===== src/rtl/ldpc_iter_ctrl.sv =====
// LDPC decoder iteration scheduler: sequences CNU and VNU phases per iteration,
// drives intrinsic-RAM reads and hard-decision writes, and terminates on parity/limit/abort.
//
// state | meaning
// IDLE  | waiting for start; all strobes low
// CNU   | check-node issue (N_COLS cycles) then pipeline drain (CNU_LAT)
// VNU   | RAM read issue, VNU sum/output pipeline, hard-decision writes
// CHECK | count the iteration, decide converge / limit / next iteration
// DONE  | one-cycle done pulse back to the host
module ldpc_iter_ctrl #(
  parameter int N_COLS  = 4,
  parameter int ADDR_W  = 2,
  parameter int CNU_LAT = 2,
  parameter int VNU_LAT = 2,
  parameter int ITER_W  = 4
) (
  input  logic              clk,
  input  logic              rst_n,
  input  logic              start,
  input  logic              abort,
  input  logic [ITER_W-1:0] max_iter,
  input  logic              parity_ok,
  output logic              busy,
  output logic              done,
  output logic              converged,
  output logic [ITER_W-1:0] iter_count,
  output logic              cnu_en,
  output logic              vnu_en,
  output logic              ram_rd_en,
  output logic [ADDR_W-1:0] ram_addr,
  output logic              hd_wr_en,
  output logic [ADDR_W-1:0] hd_addr
);

  localparam int CNU_LEN = N_COLS + CNU_LAT;
  localparam int VNU_LEN = N_COLS + VNU_LAT + 1;
  localparam int CNT_MAX = (CNU_LEN > VNU_LEN) ? CNU_LEN : VNU_LEN;
  localparam int CW      = (CNT_MAX < 2) ? 1 : $clog2(CNT_MAX);

  localparam logic [CW-1:0] C_NCOLS   = CW'(N_COLS);
  localparam logic [CW-1:0] C_CNU_END = CW'(CNU_LEN - 1);
  localparam logic [CW-1:0] C_VNU_END = CW'(VNU_LEN - 1);
  localparam logic [CW-1:0] C_HD_OFF  = CW'(VNU_LAT + 1);

  typedef enum logic [2:0] {
    S_IDLE  = 3'd0,
    S_CNU   = 3'd1,
    S_VNU   = 3'd2,
    S_CHECK = 3'd3,
    S_DONE  = 3'd4
  } state_t;

  state_t            state, state_nxt;
  logic [CW-1:0]     cnt;
  logic [ITER_W-1:0] iter_lim;
  logic [ITER_W-1:0] iter_inc;
  logic              accept;

  assign accept   = (state == S_IDLE) && start && !abort;
  assign iter_inc = iter_count + ITER_W'(1);

  always_ff @(posedge clk) begin
    if (!rst_n) begin
      state      <= S_IDLE;
      cnt        <= '0;
      iter_count <= '0;
      iter_lim   <= '0;
      converged  <= 1'b0;
    end else begin
      state <= state_nxt;
      // every state change restarts the phase counter
      cnt   <= (state_nxt != state) ? '0 : cnt + CW'(1);
      if (accept) begin
        iter_lim   <= (max_iter == '0) ? ITER_W'(1) : max_iter;
        iter_count <= '0;
        converged  <= 1'b0;
      end else if (state != S_IDLE && abort) begin
        converged  <= 1'b0;
      end else if (state == S_CHECK) begin
        iter_count <= iter_inc;
        converged  <= parity_ok;
      end
    end
  end

  always_comb begin
    state_nxt = state;
    case (state)
      S_IDLE:  if (accept) state_nxt = S_CNU;
      S_CNU:   if (cnt == C_CNU_END) state_nxt = S_VNU;
      S_VNU:   if (cnt == C_VNU_END) state_nxt = S_CHECK;
      S_CHECK: begin
        if (parity_ok || iter_inc == iter_lim) state_nxt = S_DONE;
        else                                   state_nxt = S_CNU;
      end
      S_DONE:  state_nxt = S_IDLE;
      default: state_nxt = S_IDLE;
    endcase
    if (state != S_IDLE && abort) state_nxt = S_IDLE;
  end

  always_comb begin
    busy      = (state != S_IDLE);
    done      = (state == S_DONE);
    cnu_en    = 1'b0;
    vnu_en    = 1'b0;
    ram_rd_en = 1'b0;
    ram_addr  = '0;
    hd_wr_en  = 1'b0;
    hd_addr   = '0;
    if (state == S_CNU) begin
      cnu_en = (cnt < C_NCOLS);
    end
    if (state == S_VNU) begin
      if (cnt < C_NCOLS) begin
        ram_rd_en = 1'b1;
        ram_addr  = ADDR_W'(cnt);
      end
      // vnu lags the read by one cycle for the RAM latency
      vnu_en = (cnt != '0);
      if (cnt >= C_HD_OFF) begin
        hd_wr_en = 1'b1;
        hd_addr  = ADDR_W'(cnt - C_HD_OFF);
      end
    end
  end

endmodule


===== config.mk =====
export PLATFORM = sky130hd
export DESIGN_NAME = ldpc_iter_ctrl
export DESIGN_NICKNAME = d
export VERILOG_FILES = /design/src/rtl/ldpc_iter_ctrl.sv
export SDC_FILE = /design/constraint.sdc
export NUM_CORES = 1
export LEC_CHECK = 0
export ABC_AREA = 1
export CAP_MARGIN = 20
export CORE_MARGIN = 4
export CORE_UTILIZATION = 49
export CTS_BUF_LIST = sky130_fd_sc_hd__clkbuf_2
export CTS_CLUSTER_SIZE = 14
export DETAILED_ROUTE_END_ITERATION = 16
export PLACE_DENSITY = 0.81
export RECOVER_POWER = 50
export SLEW_MARGIN = 10
export SYNTH_ARGS = -nofsm -noshare
export SYNTH_HDL_FRONTEND = slang
export SYNTH_SLANG_ARGS = --single-unit

===== constraint.sdc =====
create_clock -name clk -period 2.01 [get_ports clk]
set_clock_uncertainty 0.05 [all_clocks]
set_input_delay 0.3015 -clock clk [delete_from_list [all_inputs] [get_ports clk]]
set_output_delay 0.3015 -clock clk [all_outputs]
set_load 0.02 [all_outputs]

==> impl_metrics.ini <==
[synth]
syn_area_per_cell_um2 = 6.69
yosys.area_share.simple = 0.345
synth_top_family_by_area = simple AND/OR/NAND/NOR gates
synthXorXnorAreaFrac = 0.00978
synth_fa_ha_area_frac = 0.0838
synth_warnings = 0
ys_types = 18
synth-seq-area-share = 0.335
ys_ff_latch = 15
synth_compound_area_frac = 0.117
syn_nets = 149
synth.area.mux_share = 0
synth_cells = 134
synth_area_um2 = 896

[cts]
postCtsHoldBufs = 0
worstSkewPairLatency_ns = 0.30
clk_path_buf_depth = 2
cts_buffers = 3
clkSinkCount = 15
clk_pin_slew_worst_paths_ns = 0.15
clock-root-buffer = clkbuf_2
cts_tree = done
h-tree-depth = 1
cts.repair.resized = 15
postCtsSetupBuffers = 0

[worst_hold_path]
min_path_type = flip-flop to flip-flop
holdPathStages = 1
holdPathEnd = cnt[0]
hp-start = cnt[0]

[setup_path]
cp-start-kind = flip-flop
worst-path-max-fanout = 5
worstSetupEndpointType = output pin
crit_path_max_incr_delay_ns = 0.39
worstPathCellList = ha_1 -> ha_1 -> nor2_1 -> o21ai_0 -> inv_1 -> nor2_1 -> buf_2
cp_slowest_cell = dfxtp_4
reg2reg_depth = 11
regToRegSetupSlack_ns = 0.18
worstPathRequired_ns = 1.66
r2r-start = iter_count[0]
critical_path_class = flip-flop to output pin
reg2reg_to = cnt[2]
cp.arrival_ns = 1.52

[global_routing]
grt_pass1_vias = 953
grt_pass1_wl_um = 3810
track_usage = 0.193
grt_max_degree = 10
antenna_found_initial = 0
grt_overflow = 0

[power]
ir_worst_vdd_uv = 338
power.density_nw_per_um2 = 499
power_w = 0.000590
p_leak_nw = 0.531

[die]
rows = 15
fp.dieArea_um2 = 2580
die_y_um = 50.8
initial_core_util = 0.519
coreArea_um2 = 1730
fp.dieW_um = 50.8
pin_count = 24

[routing]
drc = 0
antenna_left = 0
post_drt_wl_per_cell_um = 11.7
drt-initial-drc-count = 24
vias = 973
first_pass_iters = 4
wl_um = 2200
vias_per_cell = 5.18

[placed_design]
port_buffers = 23
place.gp.congestion = 0.822
dp_hpwl_um = 1760

[timing]
report.final.slew_viol_count = 0
slew_headroom = 0.715
hold_violations = 0
fmax_ghz = 0.535
fin_tns_setup_ns = 0
finalSetupViolCount = 0
rsz0062_at_grt = false
worstMarginPinSlew_ns = 0.416
fin_crit_sh = 0.931
period_minus_slack_ns = 1.87

[layout]
final_common_cell = inv_1
area_delta_synth_final_pct = 32.1
layout_common_cells = inv_1, nand2_1, nor2_1
layout-drive-gt1-share = 0.0920
antenna_cells = 0
fill_cells = 169
final_nets = 179

[status]
status = finished clean

[flow_run]
max_cap_violations = 0
-- state kept, by name (all words and copies together) (netlist names) --
signal and flops:
iter_count 4, iter_lim 4, cnt 3, state 3, converged 1
-- cell families after synthesis --
group	after synthesis
AOI/OAI and AO/OA	19
and+or+nand+nor	67
xor gates and xnor gates	1
buffers and inverters	26
DFF	15
adders and majority gates	6
-- report_power, final --
part | leakage, nW | internal, W | switching, W
logic | 0.391 | 0.0000483 | 0.0000626
clock network | 0.0164 | 0.0000450 | 0.000108
registers | 0.124 | 0.000312 | 0.0000139
total | 0.531 | 0.000406 | 0.000185
-- worst max-delay path, delay by kind of cell (launching register included) --
kind	cells	cell delay (ns)
AOI/OAI and AO/OA	1	0.08
and+or+nand+nor	2	0.11
adders and majority gates	2	0.39
buffers and inverters	2	0.24
DFF	1	0.39
-- routing by layer --
layer / global-route usage / up-vias / wire length, µm
met2: 0.343 / 34 / 1060
li1: - / 494 / -
met3: 0.0445 / 9 / 103
met1: 0.217 / 436 / 981
met4: 0.0852 / 0 / 57
met5: 0 / - / 0
-- area by class of cell --
type / instances / area (µm²) / share of cell area
Timing Repair Buffer: 25 / 221 / 0.187
Clock inverter: 1 / 5.00 / 0.00423
Multi-Input combinational cell: 93 / 507 / 0.428
Sequential cell: 15 / 307 / 0.259
Clock buffer: 3 / 15.0 / 0.0127
Tap cell: 25 / 31.3 / 0.0264
Inverter: 26 / 97.6 / 0.0825
-- metrics by stage --
step                      setup slack [ns]  instance area [µm²]  hold slack, ns  utilization  instances
after floorplan                      0.305                  896           0.387            -        134
after global placement              0.0672                 1170           0.409        0.679        184
after detailed placement           -0.0221                 1170           0.418        0.679        184
after CTS                           0.0169                 1190           0.424        0.689        188
after global routing               0.00426                 1180           0.423        0.686        188
final                                0.140                 1180           0.411        0.686        188
-- cells in the mapped netlist --
library cell | instances | area share
nand3_2 | 3 | 0.034
nor3_1 | 6 | 0.034
nor3_2 | 1 | 0.011
inv_1 | 26 | 0.11
xnor2_1 | 1 | 0.0098
nand3_1 | 9 | 0.050
nand2_1 | 25 | 0.10
nor3b_1 | 1 | 0.0084
a31oi_1 | 2 | 0.014
nand4_1 | 3 | 0.021
a2111oi_0 | 1 | 0.0098
dfxtp_1 | 15 | 0.34
a21oi_1 | 8 | 0.045
nor2_1 | 18 | 0.075
o21ai_0 | 7 | 0.039
o21ai_2 | 1 | 0.0098
nor4_1 | 1 | 0.0070
ha_1 | 6 | 0.084
-- worst max path at each step --
stage	depth (start not counted)	startpoint	to	slack, ns
3_3_place_gp	7	cnt[0]	hd_addr[1]	0.07
5_1_grt	11	iter_count[0]	cnt[0]	0.004
3_5_place_dp	7	cnt[0]	hd_addr[1]	-0.02
2_1_floorplan	11	iter_count[0]	cnt[0]	0.30
4_1_cts	7	cnt[1]	hd_addr[1]	0.02
6_report	7	cnt[0]	hd_wr_en	0.14
(Power assumes the default switching activity.)
